`src/rtl/instr_fetch.sv`:
```
// Variable-length (1 or 2 byte) instruction fetch unit: owns the PC, reads bytes from
// instruction memory one at a time and presents assembled 16-bit words to control.
module instr_fetch #(
  parameter int                ADDR_W   = 8,
  parameter logic [ADDR_W-1:0] RESET_PC = '0
) (
  input  logic              clk,
  input  logic              reset,
  output logic              mem_req,
  output logic [ADDR_W-1:0] mem_addr,
  input  logic [7:0]        mem_rdata,
  input  logic              mem_valid,
  output logic [15:0]       instr,
  output logic              instr_valid,
  input  logic              instr_ready,
  output logic [ADDR_W-1:0] instr_pc,
  output logic [ADDR_W-1:0] seq_pc,
  input  logic              redirect,
  input  logic [ADDR_W-1:0] redirect_pc,
  output logic [1:0]        state_dbg
);

  typedef enum logic [1:0] {
    F0  = 2'd0,
    F1  = 2'd1,
    OUT = 2'd2
  } state_t;

  localparam logic [ADDR_W-1:0] ONE = ADDR_W'(1);
  localparam logic [ADDR_W-1:0] TWO = ADDR_W'(2);

  state_t            state;
  logic [ADDR_W-1:0] pc;
  logic [7:0]        byte0;
  logic              bubble;
  logic [15:0]       instr_q;
  logic [ADDR_W-1:0] instr_pc_q;
  logic [ADDR_W-1:0] seq_pc_q;

  // Handshake: instr/instr_pc/seq_pc are held stable while instr_valid=1 and transfer
  // on the rising edge where instr_valid && instr_ready are both high.
  // bubble marks the single idle cycle after a redirect, when no request is issued.
  always_ff @(posedge clk) begin
    if (reset) begin
      state      <= F0;
      pc         <= RESET_PC;
      byte0      <= 8'h00;
      bubble     <= 1'b0;
      instr_q    <= 16'h0000;
      instr_pc_q <= '0;
      seq_pc_q   <= '0;
    end else if (redirect) begin
      state  <= F0;
      pc     <= redirect_pc;
      bubble <= 1'b1;
    end else begin
      bubble <= 1'b0;
      case (state)
        F0: begin
          if (!bubble && mem_valid) begin
            byte0 <= mem_rdata;
            if (mem_rdata[7:6] == 2'b11) begin
              state <= F1;
            end else begin
              state      <= OUT;
              instr_q    <= {8'h00, mem_rdata};
              instr_pc_q <= pc;
              seq_pc_q   <= pc + ONE;
            end
          end
        end
        F1: begin
          if (mem_valid) begin
            state      <= OUT;
            instr_q    <= {mem_rdata, byte0};
            instr_pc_q <= pc;
            seq_pc_q   <= pc + TWO;
          end
        end
        OUT: begin
          if (instr_ready) begin
            state <= F0;
            pc    <= seq_pc_q;
          end
        end
        default: state <= F0;
      endcase
    end
  end

  // Request is withheld while reset is asserted so memory never sees a fetch from a dying PC.
  assign mem_req     = !reset && (((state == F0) && !bubble) || (state == F1));
  assign mem_addr    = (state == F1) ? (pc + ONE) : pc;
  assign instr_valid = (state == OUT);
  assign instr       = instr_q;
  assign instr_pc    = instr_pc_q;
  assign seq_pc      = seq_pc_q;
  assign state_dbg   = state;

endmodule

```
`config.mk`:
```
export PLATFORM = sky130hd
export DESIGN_NAME = instr_fetch
export DESIGN_NICKNAME = d
export VERILOG_FILES = /design/src/rtl/instr_fetch.sv
export SDC_FILE = /design/constraint.sdc
export NUM_CORES = 1
export LEC_CHECK = 0
export CAP_MARGIN = 20
export CORE_AREA = 3 3 92 94
export CTS_BUF_LIST = sky130_fd_sc_hd__clkbuf_2
export DETAILED_ROUTE_END_ITERATION = 10
export DIE_AREA = 0 0 95 97
export GPL_TIMING_DRIVEN = 0
export RECOVER_POWER = 25
export SLEW_MARGIN = 20
export SYNTH_ARGS = -nofsm -noshare
export SYNTH_HDL_FRONTEND = slang
export SYNTH_SLANG_ARGS = --single-unit
```
`constraint.sdc`:
```
create_clock -name clk -period 1.7 [get_ports clk]
set_clock_uncertainty 0.15 [all_clocks]
set_input_delay 0.17 -clock clk [delete_from_list [all_inputs] [get_ports clk]]
set_output_delay 0.17 -clock clk [all_outputs]
set_load 0.01 [all_outputs]
```
=== After elaboration in Yosys (flattened, before gate mapping) ===
Cells that the tools add are included.

* Word-level logic and storage cells: 54
* Bits of input ports: 21
* Output and inout port bits: 44
* Register bits after elaboration: 51

* Mux-type cells: 22
* Reductions and logical operators: 15
* Equal/unequal tests: 7
* $add $sub $neg: 2
* Bitwise operators: 1

{| class="wikitable"
|+ Operators with widths
! operator !! count
|-
| 8-bit two-way mux || 10
|-
| 16-bit two-way mux || 3
|-
| 16-bit one-hot mux with 2 select lines || 1
|-
| 8-bit one-hot mux with 2 select lines || 2
|-
| 8-bit by 1-bit adder with 8-bit output (second input constant) || 1
|-
| 8-bit by 2-bit adder with 8-bit output (second input constant) || 1
|-
| 2-bit two-way mux || 4
|-
| 2-bit inequality test (second input constant) || 3
|-
| 2-bit one-hot mux with 3 select lines || 1
|-
| 3-bit AND reduction || 2
|-
| 2-bit nonzero test || 3
|-
| 5-bit AND reduction || 1
|-
| 2-bit == test (second input constant) || 2
|-
| 1-bit logical AND || 3
|-
| 2-bit by 1-bit == test with 1-bit output (second input constant) || 1
|-
| 1-bit zero test || 2
|-
| 2-bit zero test || 1
|-
| 2-bit by 1-bit inequality test with 1-bit output (second input constant) || 1
|-
| 2-bit AND reduction || 1
|-
| 2-bit OR reduction || 1
|-
| 1-bit logical OR || 1
|-
| 1-bit two-way mux || 1
|-
| 1-bit NOT || 1
|}

=== Logic depth before layout (Yosys ltp) ===
Gate-level depths: netlist of run 1.

* Depth in word-level cells: 4
* Depth in mapped cells: 7
* Mapped depth without buffers: 5

=== Least setup slack after synthesis of run 1 ===
No wires, ideal clock.

* Path type: flip-flop to output port
* Start point: register state[0], in the netlist state_dbg[0]
* End point: output port mem_addr[6]
* Path slack: -9 ps
* Data required time: 1380 ps
* Arrival time: 1389 ps
* Cell stages (with the launch flop): 7
* Cell sequence: dfxtp_1 -> buf_2 -> and2b_1 -> buf_2 -> nand4_1 -> nor2_1 -> xor2_1

* Longest elaborated chain between the ends: 2

{| class="wikitable"
|+ RTL lines
! item !! line !! text
|-
| start, declared || 32 || <nowiki>state_t state;</nowiki>
|-
| start signal, assigned || 45 || <nowiki>state <= F0;</nowiki>
|-
| start signal, assigned || 53 || <nowiki>state <= F0;</nowiki>
|-
| start signal, assigned || 63 || <nowiki>state <= F1;</nowiki>
|-
| 2-bit by 1-bit == test with 1-bit output || 93 || <nowiki>assign mem_addr = (state == F1) ? (pc + ONE) : pc;</nowiki>
|-
| 8-bit two-way mux || 93 ||
|-
| end, declared || 10 || <nowiki>output logic [ADDR_W-1:0] mem_addr,</nowiki>
|}

Every way passes these cells.

=== Final worst setup path of run 1 ===
* Start point: register state[1], in the netlist state_dbg[1]
* End point: output port mem_addr[6]

Same word-level chain as after synthesis.

==> impl_metrics.py, run 1 <==
metrics = {
    "power": {
        "combPwrFrac_pct": 25.2,
        "pwr-share-clk_pct": 20.4,
        "p_per_area_nw_per_um2": 571,
        "p_leak_nw": 1.94,
        "pwr-share-seq_pct": 54.4,
        "p_sw_share_pct": 30.1,
        "power.switching_mw": 0.722,
        "internal_power_mw": 1.67,
        "p_total_mw": 2.40,
        "max-vdd-ir-drop_uv": 271,
    },
    "clock_tree": {
        "cts_tree": "done",
        "clk_latency_ns": 0.44,
        "clock_sinks": 51,
        "cts.path.max_buffers": 2,
        "clk_pin_slew_worst_paths_ns": 0.26,
        "cts_made_buffers": 5,
        "htree_levels": 2,
        "cts_root_buf": "clkbuf_2",
    },
    "setup_path": {
        "crit_arrival_ns": 1.82,
        "worstPathMaxFanout": 3,
        "cp_cell_sequence": "and2b_2 -> buf_6 -> nand4_1 -> nor2_1 -> xor2_1 -> buf_2",
        "critPathTopFamily": "simple AND/OR/NAND/NOR gates",
        "worstSetupPathType": "reg2out",
        "crit_path_start_kind": "flip-flop",
        "critical_path_buf_inv_count": 2,
        "slowest_delay_ns": 0.42,
        "critPathSlowestCell": "dfxtp_4",
        "end_kind": "output port",
        "r2r_slack_ns": -0.26,
        "cp_data_required_time_ns": 1.38,
    },
    "yosys": {
        "ys_types": 34,
        "syn_inst": 291,
        "seq_area_frac_synth_pct": 44.8,
        "synth_common_cells": "nand2_1 (68), dfxtp_1 (51), nor2_1 (28)",
        "synthFlopType": "dfxtp_1",
        "synth.avg_cell_area_sq_um": 7.84,
        "ys_seq_elements": 51,
        "syn_area_sq_um": 2280,
        "yosys.area.top_type_share_pct": 44.8,
        "ys_top_cells_by_area": "dfxtp_1 (45%), nand2_1 (11%), a311oi_1 (7.3%)",
        "yosys_warnings": 0,
        "synthArstFlopShare_pct": 0,
        "syn_nets": 315,
        "yosysMostFrequentCell": "nand2_1",
        "synth_top_area_cell": "dfxtp_1",
        "synth-edff-count": 0,
    },
    "global_routing": {
        "grt_pass1_wl_mm": 13.2,
        "grt_max_degree": 15,
        "antenna_found_initial": 1,
        "grt_usage_pct": 18.2,
        "grt_pass1_vias": 2562,
        "grt_overflow_total": 0,
    },
    "floorplanning": {
        "initial_utilization_pct": 29.5,
        "die_w_um": 95,
        "die_h_um": 97,
        "core_area_sq_um": 7730,
        "ios": 65,
        "dieArea_sq_um": 9220,
        "row_count": 32,
    },
    "routing": {
        "num_vias": 2645,
        "routed_wl_mm": 8.58,
        "wire_per_inst_um": 16.6,
        "drtAntennaViolNets": 0,
        "drtIter0Drc": 163,
        "route.detailed.drc": 0,
        "viasPerCell": 5.12,
        "dr.pass1.iters": 4,
    },
    "min_path": {
        "min_path_type": "in2reg",
    },
    "placement": {
        "dp_slack_ns": -0.573,
        "place_inst": 455,
        "dp_hpwl_mm": 5.18,
        "placed_cell_area_sq_um": 3030,
        "io_buffers": 62,
        "gp_congestion": 0.813,
    },
    "layout": {
        "layout.cells.non_filler": 517,
        "final_area_sq_um": 4200,
        "multi_input_area_sq_um": 1540,
        "final_util_pct": 54.3,
        "area_growth_pct": 83.9,
        "fillers": 668,
        "num-nets-final": 437,
        "drive_gt1_share_pct": 48.1,
        "ff_latch_area_sq_um": 1070,
    },
    "timing": {
        "finalCritPeriodShare_pct": 126,
        "setup_violations": 51,
        "max-slew-margin-rel_pct": 50.5,
        "setup_ws_ns": -0.435,
        "grt_setup_unrepaired": "true",
        "slew_violations": 0,
        "period_minus_slack_ns": 2.14,
        "worst_pin_slew_ns": 0.742,
        "hold_viol_final": 0,
        "fmax_mhz": 468,
    },
    "job": {
        "maxCapViolCount": 0,
    },
    "run_status": {
        "status": "finished, violations left",
        "violations": "setup timing",
    },
}
==> power by group through the flow <==
stage                     sequential [mW]  clock (mW)  combinational (mW)
final                                1.30       0.490               0.604
after global routing                 1.31       0.543               0.647
after CTS                            1.30       0.500               0.517
after detailed placement             1.32           0               0.397
after global placement               1.32           0               0.393
after floorplan                      1.32           0               0.190
==> through the flow <==
step           TNS [ns]  hold WS (ns)
2_1_floorplan         0        0.0987
4_1_cts           -5.33       0.00962
5_1_grt          -11.78        0.0339
3_3_place_gp     -19.19         0.290
6_report          -9.16        0.0285
3_5_place_dp     -19.88         0.299
==> placed cells by master (no fill, tap or decap), types with 9 or more instances in the layout <==
cell type and instances:
nand2_1 51, dfxtp_2 27, buf_4 36, nand3_2 9
nor2_1 18, dlymetal6s2s_1 21, clkdlybuf4s50_1 24, dfxtp_1 20
clkbuf_2 9, a21oi_2 19, nand2_2 9, nand3_1 15
a311oi_1 12, buf_6 21, buf_8 10, clkbuf_1 9
==> worst register-to-register path: stages (launching register included) <==
cell	delay (ns)
dfxtp_4	0.43
buf_6	0.10
buf_6	0.09
buf_6	0.09
buf_6	0.11
buf_6	0.11
and3b_1	0.17
a31oi_2	0.06
or3_1	0.32
a311oi_1	0.25
==> path summary, 6_finish.rpt <==
kind                             startpoint                      to  cells past startpoint
setup / recovery  state_dbg[1]$_SDFFE_PP0P_             mem_addr[6]                      6
hold / removal                  instr_ready      pc[4]$_SDFFE_PP0P_                      3
setup reg to reg  state_dbg[0]$_SDFFE_PP0P_  seq_pc[7]$_SDFFE_PP0P_                      9
hold reg to reg      instr[10]$_SDFFE_PP0P_  instr[10]$_SDFFE_PP0P_                      2
==> state kept, by name, indices dropped and copies added (netlist names) <==
register / flops
instr: 16
seq_pc: 8
instr_pc: 8
bubble: 1
byte0: 8
state_dbg: 2
pc: 8
==> per-layer routing <==
metal / vias to the layer above / routed length [um] / GRT usage, % / part of all wire [%]
li1: 1258 / - / - / -
met1: 1304 / 3690 / 24.0 / 43
met2: 73 / 4340 / 30.3 / 51
met3: 10 / 427 / 3.19 / 5.0
met4: 0 / 127 / 4.55 / 1.5
met5: - / 0 / 0 / 0
==> layout make-up <==
cell class,instances,area share [%]
sequential,51,25.5
buffer,19,4.21
multi-input combinational,210,36.7
timing repair buffer,122,29.2
antenna,1,0.0596
clock inverter,1,0.119
inverter,4,0.358
tap,102,3.04
clock buffer,7,0.835
==> cells by family after synthesis <==
family | synth area share [%]
buffers and inverters | 5.70
AND/OR/NAND/NOR | 25.8
flip-flops | 44.8
XOR/XNOR | 3.84
multiplexers | 0.878
AO/OA/AOI/OAI | 17.3
adder cells (fa/ha/maj) | 1.65
==> repair_timing <==
item,CTS,global route
endpoints found under the hold margin,2,0
resized for setup,154,122
endpoints found under the setup margin,72,88
gates cloned,4,1
setup buffers,34,24
pin swaps,23,39
hold buffers,1,0
(Power assumes the default switching activity.)
==> run 2, diff against run 1 <==
--- a/config.mk
+++ b/config.mk
@@ -11,6 +11,7 @@
 export DETAILED_ROUTE_END_ITERATION = 10
 export DIE_AREA = 0 0 95 97
 export GPL_TIMING_DRIVEN = 0
+export MAX_ROUTING_LAYER = met4
 export RECOVER_POWER = 25
 export SLEW_MARGIN = 20
 export SYNTH_ARGS = -nofsm -noshare
==> impl_metrics.py, run 2 (synthesis gave the netlist of run 1 again) <==
metrics = {
    "layout": {
        "largest_reg_flops": 16,
        "final_cell_mix": "nand2_1 (51), buf_4 (35), dfxtp_2 (27), clkdlybuf4s50_1 (24)",
        "area_growth_pct": 83.9,
        "layout.cells.non_filler": 516,
        "num-nets-final": 436,
        "drive_gt1_share_pct": 47.9,
        "final_common_cell": "nand2_1",
    },
    "clock_tree": {
        "cts.path.max_buffers": 2,
        "clock_sinks": 51,
        "cts_tree": "done",
        "clk_latency_ns": 0.43,
        "cts_made_buffers": 5,
        "htree_levels": 2,
        "clk_pin_slew_worst_paths_ns": 0.25,
        "cts_root_buf": "clkbuf_2",
    },
    "floorplanning": {
        "ios": 65,
        "die_h_um": 97,
        "die_w_um": 95,
        "core_area_sq_um": 7730,
        "row_count": 32,
        "initial_utilization_pct": 29.5,
        "dieArea_sq_um": 9220,
    },
    "global_routing": {
        "grt_pass1_vias": 2556,
        "antenna_found_initial": 1,
        "grt_pass1_wl_mm": 13.2,
        "grt_overflow_total": 0,
        "grt_usage_pct": 18.7,
        "grt_max_degree": 15,
    },
    "power": {
        "combPwrFrac_pct": 25.1,
        "max-vdd-ir-drop_uv": 222,
        "p_sw_share_pct": 30.2,
        "internal_power_mw": 1.67,
        "p_leak_nw": 1.94,
        "power.switching_mw": 0.724,
        "pwr-share-seq_pct": 54.3,
        "p_per_area_nw_per_um2": 571,
        "pwr-share-clk_pct": 20.6,
    },
    "timing": {
        "grt_setup_unrepaired": "true",
        "slew_violations": 0,
        "setup_ws_ns": -0.429,
        "fmax_mhz": 470,
        "hold_viol_final": 0,
        "finalCritPeriodShare_pct": 125,
        "setup_violations": 50,
        "tns_ns": -8.90,
        "worst_pin_slew_ns": 0.735,
        "period_minus_slack_ns": 2.13,
        "max-slew-margin-rel_pct": 51.0,
    },
    "min_path": {
        "hp-start": "instr_ready",
        "min_path_type": "in2reg",
    },
    "setup_path": {
        "cp_data_required_time_ns": 1.38,
        "critPathLaunch": "state_dbg[1]$_SDFFE_PP0P_",
        "critical_path_buf_inv_count": 2,
        "critPathTopFamily": "simple AND/OR/NAND/NOR gates",
        "reg2reg_from": "state_dbg[0]$_SDFFE_PP0P_",
        "worstSetupPathType": "reg2out",
        "cp_cell_sequence": "and2b_2 -> buf_6 -> nand4_1 -> nor2_1 -> xor2_1 -> buf_2",
        "slowest_delay_ns": 0.42,
        "critPathSlowestCell": "dfxtp_4",
        "worstPathMaxFanout": 3,
        "crit_arrival_ns": 1.81,
        "crit_path_start_kind": "flip-flop",
        "end_kind": "output port",
    },
    "placement": {
        "gp_congestion": 0.825,
        "dp_slack_ns": -0.573,
        "dp_hpwl_mm": 5.18,
        "io_buffers": 62,
        "place_inst": 455,
    },
    "job": {
        "maxCapViolCount": 0,
    },
    "routing": {
        "num_vias": 2635,
        "viasPerCell": 5.11,
        "route.detailed.drc": 0,
        "drtAntennaViolNets": 0,
        "routed_wl_mm": 8.63,
        "dr.pass1.iters": 4,
        "wire_per_inst_um": 16.7,
        "drtIter0Drc": 174,
    },
    "run_status": {
        "violations": "setup timing",
        "status": "finished, violations left",
    },
}
-- run 2: cell types whose count changed in the layout (fill, tap and decap cells not counted) --
cell             change
buf_4                -1
clkbuf_1             -1
clkdlybuf4s25_1      +1
-- run 2: through the flow --
stage	hold WS, ns	utilization [%]	total power [mW]	area, sq um
2_1_floorplan	0.0987	-	1.51	2280
3_3_place_gp	0.290	39.2	1.71	3030
3_5_place_dp	0.299	39.2	1.71	3030
4_1_cts	0.00962	48.4	2.32	3740
5_1_grt	0.0370	54.3	2.49	4190
6_report	0.0217	54.3	2.40	4190
-- run 2: worst min-delay path: stages --
cell and delay, ns:
clkbuf_1 0.21, nand3_1 0.15, a311oi_1 0.08
-- run 2: final timing paths --
path,to,slack [ns],depth (start not counted)
worst min-delay path,pc[4]$_SDFFE_PP0P_,0.02,3
worst max register to register,seq_pc[7]$_SDFFE_PP0P_,-0.24,9
worst max-delay path,mem_addr[6],-0.43,6
worst min register to register,instr[10]$_SDFFE_PP0P_,0.32,2
-- run 2: repair_timing --
item,4_1_cts,5_1_grt
gates resized for setup,154,122
hold endpoints to repair,2,0
cloned,4,1
buffers inserted,34,23
pin swaps,23,39
setup endpoints to repair,72,88
hold buffers,1,0
-- run 2: final cells by class --
type                            count  area, sq um
Fill cell                         671         3530
Multi-Input combinational cell    210         1540
Timing Repair Buffer              121         1220
Sequential cell                    51         1070
Buffer                             19          176
Tap cell                          102          128
Clock buffer                        7         35.0
Inverter                            4         15.0
Clock inverter                      1         5.00
Antenna cell                        1         2.50
-- run 2: routing by layer --
| layer | global-route usage [%] | vias up | share of wire [%] |
|---|---|---|---|
| met5 | - | - | 0 |
| met4 | 4.55 | 0 | 1.6 |
| met2 | 30.3 | 72 | 51 |
| met3 | 3.11 | 14 | 5.0 |
| met1 | 24.1 | 1293 | 43 |
| li1 | - | 1256 | - |
-- run 2: power groups by stage --
stage,clock [mW],sequential [mW],combinational [mW]
global route,0.536,1.31,0.645
floorplan,0,1.32,0.190
CTS,0.500,1.30,0.517
global placement,0,1.32,0.393
finish,0.492,1.30,0.602
detailed placement,0,1.32,0.397
==> run 3, diff against run 2 <==
--- a/config.mk
+++ b/config.mk
@@ -6,10 +6,10 @@
 export NUM_CORES = 1
 export LEC_CHECK = 0
 export CAP_MARGIN = 20
-export CORE_AREA = 3 3 92 94
+export CORE_AREA = 3 3 105 82
 export CTS_BUF_LIST = sky130_fd_sc_hd__clkbuf_2
 export DETAILED_ROUTE_END_ITERATION = 10
-export DIE_AREA = 0 0 95 97
+export DIE_AREA = 0 0 108 85
 export GPL_TIMING_DRIVEN = 0
 export MAX_ROUTING_LAYER = met4
 export RECOVER_POWER = 25
==> impl_metrics.py, run 3 (synthesis gave the netlist of run 1 again) <==
metrics = {
    "run_status": {
        "status": "finished, violations left",
        "violations": "setup timing",
    },
    "global_routing": {
        "grt_overflow_total": 0,
        "grt_pass1_vias": 2185,
        "grt_max_degree": 15,
        "grt_usage_pct": 16.3,
        "antenna_found_initial": 0,
        "grt_pass1_wl_mm": 11.5,
    },
    "setup_path": {
        "crit_path_start_kind": "flip-flop",
        "worstPathMaxFanout": 7,
        "worstSetupPathType": "reg2out",
        "cp_cell_sequence": "ha_2 -> nand4_1 -> nor2_1 -> xor2_1 -> buf_2",
        "crit_arrival_ns": 1.79,
        "end_kind": "output port",
        "critPathSlowestCell": "dfxtp_4",
        "cp_data_required_time_ns": 1.38,
        "slowest_delay_ns": 0.47,
    },
    "routing": {
        "routed_wl_mm": 7.53,
        "route.detailed.drc": 0,
        "dr.pass1.iters": 4,
        "drtIter0Drc": 126,
        "viasPerCell": 4.88,
        "drtAntennaViolNets": 0,
        "wire_per_inst_um": 15.4,
        "num_vias": 2384,
    },
    "job": {
        "maxCapViolCount": 0,
    },
    "power": {
        "internal_power_mw": 1.57,
        "max-vdd-ir-drop_uv": 229,
        "pwr-share-seq_pct": 58.4,
        "pwr-share-clk_pct": 20.8,
        "p_total_mw": 2.22,
        "power.switching_mw": 0.655,
        "p_per_area_nw_per_um2": 626,
        "p_sw_share_pct": 29.5,
        "p_leak_nw": 1.82,
        "combPwrFrac_pct": 20.8,
    },
    "timing": {
        "max-slew-margin-rel_pct": 63.5,
        "setup_ws_ns": -0.412,
        "slew_violations": 0,
        "period_minus_slack_ns": 2.11,
        "setup_violations": 20,
        "holdWs_ns": 0.0272,
        "hold_viol_final": 0,
        "fmax_mhz": 473,
        "tns_ns": -3.10,
        "grt_setup_unrepaired": "true",
        "finalCritPeriodShare_pct": 124,
        "worst_pin_slew_ns": 0.548,
    },
    "layout": {
        "final_util_pct": 45.8,
        "final_common_cell": "nand2_1",
        "final_cell_mix": "nand2_1 (63), buf_4 (29), dlymetal6s2s_1 (29), a21oi_1 (27)",
        "layout.cells.non_filler": 489,
        "n_antenna_cell": 0,
        "final_area_sq_um": 3550,
        "drive_gt1_share_pct": 27.6,
        "num-nets-final": 408,
        "area_growth_pct": 55.5,
        "largest_reg_flops": 16,
    },
    "placement": {
        "dp_hpwl_mm": 5.14,
        "place_inst": 458,
        "dp_slack_ns": -0.617,
        "placed_cell_area_sq_um": 3040,
        "io_buffers": 62,
        "gp_congestion": 0.839,
    },
    "clock_tree": {
        "cts_tree": "done",
        "cts_root_buf": "clkbuf_2",
        "cts_made_buffers": 5,
        "cts.path.max_buffers": 2,
        "clk_latency_ns": 0.43,
        "clk_pin_slew_worst_paths_ns": 0.24,
        "htree_levels": 2,
        "clock_sinks": 51,
    },
    "floorplanning": {
        "dieArea_sq_um": 9180,
        "row_count": 28,
        "die_h_um": 85,
        "core_area_sq_um": 7740,
        "die_w_um": 108,
        "ios": 65,
        "initial_utilization_pct": 29.5,
    },
    "min_path": {
        "min_path_type": "in2reg",
    },
}
run 3: path summary, 6_finish.rpt:
kind | startpoint | end | slack (ns) | cells after the start
worst max-delay path | pc[0]$_SDFFE_PP0P_ | mem_addr[6] | -0.41 | 5
worst min-delay path | instr_ready | pc[4]$_SDFFE_PP0P_ | 0.03 | 3
worst max register to register | state_dbg[1]$_SDFFE_PP0P_ | seq_pc[4]$_SDFFE_PP0P_ | -0.11 | 6
worst min register to register | instr_pc[3]$_SDFFE_PP0P_ | instr_pc[3]$_SDFFE_PP0P_ | 0.32 | 2
run 3: final cells by class:
type,count,area [sq um]
buffer,22,174
inverter,4,15.0
sequential,51,1070
multi-input combinational,210,1220
timing repair buffer,90,902
clock inverter,2,8.76
tap,105,131
clock buffer,5,25.0
fill,783,4200
run 3: timing repair:
action | CTS | global route
endpoints found under the hold margin | 2 | 0
resized for setup | 96 | 82
setup buffers | 13 | 13
pin swaps | 6 | 10
setup endpoints to repair | 71 | 80
hold buffers | 1 | 0
gates cloned | 0 | 1
run 3: critical path, delay by kind of cell (launching register included):
kind,cells,cell delay (ns)
buffers and inverters,1,0.15
flip-flops,1,0.47
adder cells (fa/ha/maj),1,0.27
XOR/XNOR,1,0.17
AND/OR/NAND/NOR,2,0.29
run 3: power by group through the flow:
| stage | registers [mW] | clock network [mW] | logic, mW |
|---|---|---|---|
| detailed placement | 1.32 | 0 | 0.398 |
| global route | 1.31 | 0.521 | 0.500 |
| finish | 1.30 | 0.462 | 0.461 |
| global placement | 1.32 | 0 | 0.397 |
| floorplan | 1.32 | 0 | 0.190 |
| CTS | 1.30 | 0.477 | 0.419 |
run 3: metal layers:
| layer | vias up | GRT usage [%] | routed length (um) |
|---|---|---|---|
| met5 | - | - | 0 |
| met4 | 0 | 4.59 | 97 |
| met3 | 9 | 2.66 | 466 |
| met2 | 71 | 22.4 | 3290 |
| met1 | 1110 | 24.4 | 3680 |
| li1 | 1194 | - | - |
